## config.mk

```make
export PLATFORM = sky130hd
export DESIGN_NAME = conv_border_mask
export DESIGN_NICKNAME = d
export VERILOG_FILES = /design/src/rtl/video_pkg.sv /design/src/rtl/video_coord_cnt.sv /design/src/rtl/conv_border_mask.sv
export SDC_FILE = /design/constraint.sdc
export NUM_CORES = 1
export LEC_CHECK = 0
export ABC_AREA = 1
export CAP_MARGIN = 20
export CORE_AREA = 5 5 111 165
export CTS_BUF_LIST = sky130_fd_sc_hd__clkbuf_8
export CTS_CLUSTER_DIAMETER = 100
export DETAILED_ROUTE_END_ITERATION = 10
export DIE_AREA = 0 0 116 170
export MAX_ROUTING_LAYER = met4
export SLEW_MARGIN = 0
export SYNTH_ARGS = -nofsm -noshare
export SYNTH_HDL_FRONTEND = slang
export SYNTH_SLANG_ARGS = --single-unit
```

## constraint.sdc

```tcl
create_clock -name clk -period 2.7 [get_ports clk]
set_input_delay 0.54 -clock clk [delete_from_list [all_inputs] [get_ports clk]]
set_output_delay 0.54 -clock clk [all_outputs]
set_load 0.02 [all_outputs]
```

## src/rtl/video_pkg.sv

```systemverilog
`default_nettype none
// ============================================================================
//  Module      : video_pkg
//  Description : Shared video definitions for the filter post-processing
//                chain: colour bus width, default coordinate width and the
//                kernel radius shared with the convolution delay lines, plus
//                the packed RGB pixel type.
//  Revision    : 1.0  initial release
// ============================================================================
package video_pkg;

    // Colour component width of the video bus.
    localparam int VIDEO_W = 8;

    // Default coordinate / counter width. Largest measurable extent is
    // 2**CW_DEFAULT - 1 pixels or lines.
    localparam int CW_DEFAULT = 12;

    // Kernel radius of the 5x5 convolution. Also sizes the border that has
    // no complete neighbourhood.
    localparam int BORDER_DEFAULT = 2;

    // One pixel of the RGB bus.
    typedef struct packed {
        logic [VIDEO_W-1:0] red;
        logic [VIDEO_W-1:0] green;
        logic [VIDEO_W-1:0] blue;
    } rgb_t;

endpackage : video_pkg
`default_nettype wire

```

## src/rtl/video_coord_cnt.sv

```systemverilog
`default_nettype none
// ============================================================================
//  Module      : video_coord_cnt
//  Description : Pixel / line coordinate tracker driven by dv and vs strobes.
//                Measures the active width of the last completed line and the
//                active height of the last completed frame.
//
//  Ports
//    clk        in   rising-edge clock
//    rst        in   synchronous reset, active low
//    i_dv       in   active-video strobe
//    i_vs       in   vsync strobe
//    o_x        out  index of the current pixel while i_dv=1
//    o_y        out  index of the current line within the frame
//    o_width    out  active pixels in the last completed line
//    o_height   out  active lines in the last completed frame
//    o_valid    out  width/height hold a full-frame measurement
//    o_vs_rise  out  combinational vsync rising edge (this cycle)
//
//  Revision    : 1.0  initial release
// ============================================================================
module video_coord_cnt
    import video_pkg::*;
#(
    parameter int CW = CW_DEFAULT
) (
    input  logic          clk,
    input  logic          rst,
    input  logic          i_dv,
    input  logic          i_vs,
    output logic [CW-1:0] o_x,
    output logic [CW-1:0] o_y,
    output logic [CW-1:0] o_width,
    output logic [CW-1:0] o_height,
    output logic          o_valid,
    output logic          o_vs_rise
);

    localparam logic [CW-1:0] c_max = '1;

    logic          r_dv_d;
    logic          r_vs_d;
    logic          r_seen_vs;
    logic          r_valid;
    logic [CW-1:0] r_x;
    logic [CW-1:0] r_y;
    logic [CW-1:0] r_width;
    logic [CW-1:0] r_height;

    logic          w_dv_fall;
    logic          w_vs_rise;
    logic [CW-1:0] w_y_inc;

    assign w_dv_fall = r_dv_d & ~i_dv;
    assign w_vs_rise = ~r_vs_d & i_vs;

    // Saturating line increment, shared by the line-end update and the
    // frame-end capture when both land on the same cycle.
    assign w_y_inc = (r_y == c_max) ? r_y : r_y + 1'b1;

    always_ff @(posedge clk) begin
        if (!rst) begin
            r_dv_d    <= 1'b0;
            r_vs_d    <= 1'b0;
            r_seen_vs <= 1'b0;
            r_valid   <= 1'b0;
            r_x       <= '0;
            r_y       <= '0;
            r_width   <= '0;
            r_height  <= '0;
        end else begin
            r_dv_d <= i_dv;
            r_vs_d <= i_vs;

            // After the last pixel of a line r_x holds the pixel count; it
            // is captured as the width and cleared on the same edge.
            if (w_dv_fall) begin
                r_x     <= '0;
                r_width <= r_x;
            end else if (i_dv && (r_x != c_max)) begin
                r_x <= r_x + 1'b1;
            end

            // Frame end wins over line end for y itself, but a coincident
            // line end is still folded into the captured height.
            if (w_vs_rise) begin
                r_y       <= '0;
                r_height  <= w_dv_fall ? w_y_inc : r_y;
                r_seen_vs <= 1'b1;
                r_valid   <= r_seen_vs;
            end else if (w_dv_fall) begin
                r_y <= w_y_inc;
            end
        end
    end

    assign o_x       = r_x;
    assign o_y       = r_y;
    assign o_width   = r_width;
    assign o_height  = r_height;
    assign o_valid   = r_valid;
    assign o_vs_rise = w_vs_rise;

endmodule : video_coord_cnt
`default_nettype wire

```

## src/rtl/conv_border_mask.sv

```systemverilog
`default_nettype none
// ============================================================================
//  Module      : conv_border_mask
//  Description : Replaces pixels within BORDER of any frame edge by a fixed
//                fill colour, since the upstream 5x5 filter has no complete
//                neighbourhood there. Data and sync pass with one cycle of
//                latency. Masking mode only changes at a vsync rising edge.
//
//  Ports
//    clk                          in   rising-edge clock
//    rst                          in   synchronous reset, active low
//    in_red/in_green/in_blue      in   filtered pixel data
//    in_dv/in_hs/in_vs            in   strobes aligned with the data
//    mask_en                      in   masking request, taken at vs rise
//    tx_red/tx_green/tx_blue      out  output pixel data (1-cycle latency)
//    tx_dv/tx_hs/tx_vs            out  strobes delayed by one cycle
//    width_o                      out  active pixels in last line
//    height_o                     out  active lines in last frame
//    meas_valid                   out  width_o/height_o are a full measurement
//
//  Revision    : 1.0  initial release
// ============================================================================
module conv_border_mask
    import video_pkg::*;
#(
    parameter int                 CW     = CW_DEFAULT,
    parameter int                 BORDER = BORDER_DEFAULT,
    parameter logic [VIDEO_W-1:0] FILL_R = 8'h00,
    parameter logic [VIDEO_W-1:0] FILL_G = 8'h00,
    parameter logic [VIDEO_W-1:0] FILL_B = 8'h00
) (
    input  logic               clk,
    input  logic               rst,
    input  logic [VIDEO_W-1:0] in_red,
    input  logic [VIDEO_W-1:0] in_green,
    input  logic [VIDEO_W-1:0] in_blue,
    input  logic               in_dv,
    input  logic               in_hs,
    input  logic               in_vs,
    input  logic               mask_en,
    output logic [VIDEO_W-1:0] tx_red,
    output logic [VIDEO_W-1:0] tx_green,
    output logic [VIDEO_W-1:0] tx_blue,
    output logic               tx_dv,
    output logic               tx_hs,
    output logic               tx_vs,
    output logic [CW-1:0]      width_o,
    output logic [CW-1:0]      height_o,
    output logic               meas_valid
);

    // Border compares run one bit wider than the counters so that
    // x + BORDER never wraps near the top of the coordinate range.
    localparam logic [CW:0] c_border = (CW + 1)'(BORDER);
    localparam rgb_t        c_fill   = '{red: FILL_R, green: FILL_G, blue: FILL_B};

    logic [CW-1:0] w_x;
    logic [CW-1:0] w_y;
    logic [CW-1:0] w_width;
    logic [CW-1:0] w_height;
    logic          w_valid;
    logic          w_vs_rise;

    logic [CW:0]   w_x_ext;
    logic [CW:0]   w_y_ext;
    logic [CW:0]   w_w_ext;
    logic [CW:0]   w_h_ext;
    logic          w_border;
    logic          w_mask;

    rgb_t          w_pix_in;
    rgb_t          w_pix_out;

    logic          r_mask_act;
    rgb_t          r_pix;
    logic          r_dv;
    logic          r_hs;
    logic          r_vs;

    video_coord_cnt #(
        .CW (CW)
    ) u_coord (
        .clk       (clk),
        .rst       (rst),
        .i_dv      (in_dv),
        .i_vs      (in_vs),
        .o_x       (w_x),
        .o_y       (w_y),
        .o_width   (w_width),
        .o_height  (w_height),
        .o_valid   (w_valid),
        .o_vs_rise (w_vs_rise)
    );

    assign w_x_ext = {1'b0, w_x};
    assign w_y_ext = {1'b0, w_y};
    assign w_w_ext = {1'b0, w_width};
    assign w_h_ext = {1'b0, w_height};

    // A frame narrower or shorter than 2*BORDER+1 makes the near-edge and
    // far-edge tests overlap, so every pixel falls into the border.
    assign w_border = (w_x_ext < c_border)
                    | ((w_x_ext + c_border) >= w_w_ext)
                    | (w_y_ext < c_border)
                    | ((w_y_ext + c_border) >= w_h_ext);

    // Without a full measurement the geometry is unknown: mask everything.
    assign w_mask = r_mask_act & (~w_valid | w_border);

    assign w_pix_in = '{red: in_red, green: in_green, blue: in_blue};

    always_comb begin
        w_pix_out = '0;
        if (in_dv) begin
            if (w_mask) begin
                w_pix_out = c_fill;
            end else begin
                w_pix_out = w_pix_in;
            end
        end
    end

    always_ff @(posedge clk) begin
        if (!rst) begin
            r_mask_act <= 1'b0;
            r_pix      <= '0;
            r_dv       <= 1'b0;
            r_hs       <= 1'b0;
            r_vs       <= 1'b0;
        end else begin
            // Latched only at frame start to avoid tearing mid-frame.
            if (w_vs_rise) begin
                r_mask_act <= mask_en;
            end
            r_pix <= w_pix_out;
            r_dv  <= in_dv;
            r_hs  <= in_hs;
            r_vs  <= in_vs;
        end
    end

    assign tx_red     = r_pix.red;
    assign tx_green   = r_pix.green;
    assign tx_blue    = r_pix.blue;
    assign tx_dv      = r_dv;
    assign tx_hs      = r_hs;
    assign tx_vs      = r_vs;
    assign width_o    = w_width;
    assign height_o   = w_height;
    assign meas_valid = w_valid;

endmodule : conv_border_mask
`default_nettype wire
```

After elaboration in Yosys (flattened, before gate mapping)
Index checks and enable logic that the tools add are counted.
{ "totals": {"output_inout_bits": 52, "elab_cells": 40, "regBits": 78} }
{ "classes": {"reduce_logical": 4, "n_eq_ne": 2, "n_bitwise": 11, "n_mux": 2, "n_lt_le_gt_ge": 4, "add_sub_neg": 4} }
{ "ops": {"columns": ["op", "n"], "rows": [
  ["$add 12x2->13 const B", 2],
  ["$ge 13x12->1", 2],
  ["$add 12x1->12 const B", 2],
  ["$lt 12x2->1 const B", 2],
  ["$mux 12", 2],
  ["$eq 12x12->1 const B", 1],
  ["$ne 12x12->1 const B", 1],
  ["$not 1->1", 4],
  ["$or 1x1->1", 4],
  ["$reduce_or 2->1", 2],
  ["$and 1x1->1", 3],
  ["$reduce_or 3->1", 1],
  ["$logic_and 1x1->1", 1]
]} }

Logic depth before layout (Yosys ltp)
{ "logic_depth": {"word_depth": 8, "depth_mapped": 19, "depth_no_buf": 18} }

By module
Synthesis repeated with hierarchy kept, for this count alone.
{ "hier_totals": {"hier_cells": 641, "area_unflattened_um2": 4515.6} }
{ "by_module_without_submodules": {"columns": ["mod", "instances", "seq_area_each_um2", "area_per_inst_um2", "cells_per_inst"], "rows": [
  ["video_coord_cnt", 1, 1041.0, 2372.3, 345],
  ["conv_border_mask", 1, 560.5, 2143.3, 296]
]} }

Least setup slack after synthesis
OpenSTA, ideal clock, no wires.
{ "synth_path": {"path_type": "flip-flop to flip-flop", "start": "register u_coord.r_y[2], in the netlist u_coord.o_y[2]", "end": "register r_pix, in the netlist tx_blue[1]", "period_less_slack_ns": 2.381, "stages_incl_launch_ff": 19, "setup_ns": 0.112, "t_required_ns": 2.588, "arrival_time_ns": 2.270, "slack_ns": 0.319, "n_path_buf": 1, "cell_sequence": "dfxtp_1 > ha_1 > nand2_1 > inv_1 > nand4_1 > nor2_1 > nand2_1 > xor2_1 > inv_1 > ha_1 > and3_1 > nand2_1 > inv_1 > nand3_1 > nand4_2 > nand2_2 > nand2_4 > buf_12 > nor2_4"} }
{ "synth_between": {"elab_chain_len": 6, "word_cells_on_any_way": 8} }
{ "synth_lines": {"columns": ["element", "line_no", "rtl"], "rows": [
  ["start, declared", "video_coord_cnt.sv:46", "logic [CW-1:0] r_y;"],
  ["start signal, assigned", "video_coord_cnt.sv:92", "r_y <= w_y_inc;"],
  ["$add 12x2->13 / $lt 12x2->1 (equally long branches)", "conv_border_mask.sv:105, conv_border_mask.sv:104", null],
  ["$ge 13x12->1 / $or 1x1->1 (equally long branches)", "conv_border_mask.sv:105, conv_border_mask.sv:104", null],
  ["$or 1x1->1 (*)", "conv_border_mask.sv:105", "| ((w_y_ext + c_border) >= w_h_ext);"],
  ["$or 1x1->1 (*)", "conv_border_mask.sv:108", "assign w_mask = r_mask_act & (~w_valid | w_border);"],
  ["$and 1x1->1 (*)", "conv_border_mask.sv:108", null],
  ["$reduce_or 3->1 (no line) (*)", null, null],
  ["end signal, assigned", "conv_border_mask.sv:135", "r_pix <= w_pix_out;"],
  ["end, declared", "conv_border_mask.sv:75", "rgb_t r_pix;"]
]} }
Every way passes the cells marked *; elsewhere a longest branch is shown, timed or not.
A chain may end at the register's enable or synchronous reset.

Final worst setup path
{ "layout_path": {"start": "register u_coord.r_y[2], in the netlist u_coord.o_y[2]", "end": "register r_pix, in the netlist tx_green[5]"} }
Same word-level chain as after synthesis.

==> summary.txt <==
Layout
  – Register Area: 1580 um2
  – Fillcell total: 1779
  – Area grow syn2layout: 38.3%
  – Final core occ: 33.9%
  – Post-route cell area: 5660 um2
  – Non-Filler Instances: 862
  – Antenna cells: 0
  – Share of layout cells above drive strength 1: 16.0%
  – Most frequent cells in the layout: inv_1 (103), nand2_1 (94), clkdlybuf4s50_1 (81)
  – Multi-input logic area: 2120 um2
  – Commonest non-fill, non-tap cell in the layout: inv_1
  – Nets: 705

Die
  – Initial core utilization: 24.5%
  – Ports: 82
  – Die width: 116 um
  – Area of the core: 16700 um2
  – DIE AREA: 19700 um2
  – Die Y: 170 um
  – Row count: 58

Timing
  – RSZ-0062 raised after global routing: yes
  – Final hold violations: 0
  – Fmax: 0.381 GHz
  – Setup WS post-layout: 0.0754 ns
  – Slew margin rel.: 65.2%
  – Actual transition at the worst max-transition pin: 0.522 ns
  – Final Cycle Share: 97.2%
  – Setup TNS: 0 ns
  – Final Skew: 0.0107 ns
  – Max-slew violations: 0
  – Setup violators final: 0
  – Worst hold slack: 0.482 ns
  – Final Critical Period: 2.62 ns

Global route
  – Initial antenna violation count: 0
  – GRT Util Overall: 11.5%
  – Largest net degree at the start of global routing: 17
  – Grt total ovfl: 0
  – First-pass GRT wire length: 17300 um
  – Vias in the first global route: 3505

Detailed routing
  – Post-DR vias/cell: 4.15
  – Routed Antenna Nets: 0
  – Wirelength per Cell: 12.7 um
  – TritonRoute pass-1 iters: 4
  – Routed Wire Length: 11000 um
  – DRC viols: 0
  – Via Count: 3581
  – 1st-iter DRT viols: 104

Logic synthesis
  – YS warnings: 0
  – EDFF count, synth: 0
  – Mapped Nets: 597
  – Primary FF master, synth: dfxtp_1
  – Synth Instances: 539
  – Mapped Area: 4090 um2
  – Mean Syn Cell Area: 7.59 um2
  – Seq/Total Area, Yosys: 38.2%
  – Post-synthesis async set-or-reset flop share: 0%
  – Number of distinct library cells after synthesis: 41
  – Synth Register Bits: 78

Power
  – Power Total: 2.51 mW
  – Worst VDD drop: 0.000228 V
  – Pleak: 2.50 nW
  – PwrDens: 444 nW/um2

Clocking
  – Reg clk slew, reported paths: 0.08 ns
  – CTS Root Cell: clkbuf_8
  – TritonCTS clock tree: built
  – Max clock buf depth: 2
  – Htree depth: 3
  – Skew-Pair Late Insertion Delay: 0.35 ns
  – Total CTS buffers: 9
  – CTS Sinks: 78

Placement
  – Detailed Place HPWL: 8780 um
  – DP Cell Count: 841
  – Routability cong.: 0.921
  – Dpl ws: 0.152 ns
  – Cell Area, Placed: 5280 um2
  – IO buf count: 81

Critical path
  – Worst setup SP type: register
  – Worst setup EP type: register
  – Worst R2R Start: u_coord.o_y[2]
  – Crit path arrival time: 2.91 ns
  – Worst Setup Path Type: reg2reg
  – Critical path launch point: u_coord.o_y[2]
  – CP max FO: 5
  – Critical path data required time: 2.98 ns

Run
  – Max-cap viol count: 0

Outcome
  – Status: finished, final reports clean

Min path
  – Hold_sp: u_coord.o_height[11]
  – Hold WC Path Type: reg2reg
==> where the power goes <==
part / switching, mW / leakage [nW] / internal (mW)
logic: 0.187 / 1.75 / 0.158
registers: 0.0176 / 0.640 / 1.18
clock network: 0.443 / 0.113 / 0.526
==> path summary, 6_finish.rpt <==
path | cells past startpoint | slack [ns] | end
worst max-delay path | 18 | 0.08 | tx_green[5]
worst max register to register | 18 | 0.08 | tx_green[5]
worst min-delay path | 2 | 0.48 | u_coord.o_height[11]
worst min register to register | 2 | 0.48 | u_coord.o_height[11]
==> per-layer routing <==
metal	vias to the layer above	part of all wire (%)	global-route usage [%]
li1	1879	-	-
met1	1647	40	12.6
met2	45	56	21.0
met3	10	2.6	1.85
met4	0	1.3	3.38
met5	-	0	-
==> worst max-delay path: stages (launching register included) <==
cell and delay, ns:
dfxtp_4 0.38, ha_4 0.13, nand2_2 0.04, inv_2 0.06, nand4_1 0.12, nor2_2 0.17
buf_4 0.12, inv_1 0.05, o31ai_1 0.25, ha_1 0.28, and3_1 0.17, nand2_1 0.06
inv_1 0.05, nand2_1 0.08, nand4_2 0.11, nand2_2 0.13, nand2_8 0.09, clkbuf_16 0.18
nor2_4 0.07
==> sequential cells by signal, indices dropped and copies added (netlist names) <==
register	flops
r_mask_act	1
tx_blue	8
tx_green	8
tx_hs	1
tx_red	8
u_coord.o_height	12
u_coord.o_valid	1
u_coord.o_width	12
u_coord.o_x	12
u_coord.o_y	12
u_coord.r_dv_d	1
u_coord.r_seen_vs	1
u_coord.r_vs_d	1
==> timing repair <==
action / CTS / global route
gates resized for setup: 0 / 33
setup buffers: 0 / 3
endpoints found under the hold margin: 0 / 0
setup endpoints to repair: 0 / 24
hold buffers: 0 / 0
==> cell usage after synthesis (2+ instances only) <==
library cell  count  area (um2)
xor2_1           18         158
nand3_2           2        20.0
clkbuf_2          2        10.0
nor2_4           23         259
dfxtp_1          78        1560
nand3_1          17        85.1
a21oi_1          23         115
xnor2_1           2        17.5
clkbuf_1          4        15.0
nor2_1           61         229
buf_12            2        40.0
nand2_4           2        22.5
nor3b_1           2        15.0
nor3_1            5        25.0
inv_1           105         394
and3_1            2        12.5
nor2_2            4        25.0
nand4_1           4        25.0
ha_1             28         350
o22ai_1           7        43.8
o21ai_0          25         125
nand2_1          97         364
and2_1            2        12.5
nand2_2           5        31.3
nand3b_1          3        22.5
==> area by class of cell <==
class                   instances  area share, %
clock buffers                  13           3.16
clock inverters                 3          0.729
inverters                     107           7.12
multi-input cells             344           37.5
flip-flops and latches         78           27.9
well taps                     210           4.64
repair buffers                107           19.0
==> kinds of logic after synthesis <==
kind of cell | count (synthesis) | share of synthesized area, %
xor+xnor | 20 | 4.28
flops | 78 | 38.2
buf+inv | 117 | 11.6
compound gates | 61 | 7.98
fa+ha+maj | 28 | 8.56
simple gates | 235 | 29.4
(Power assumes the default switching activity.)
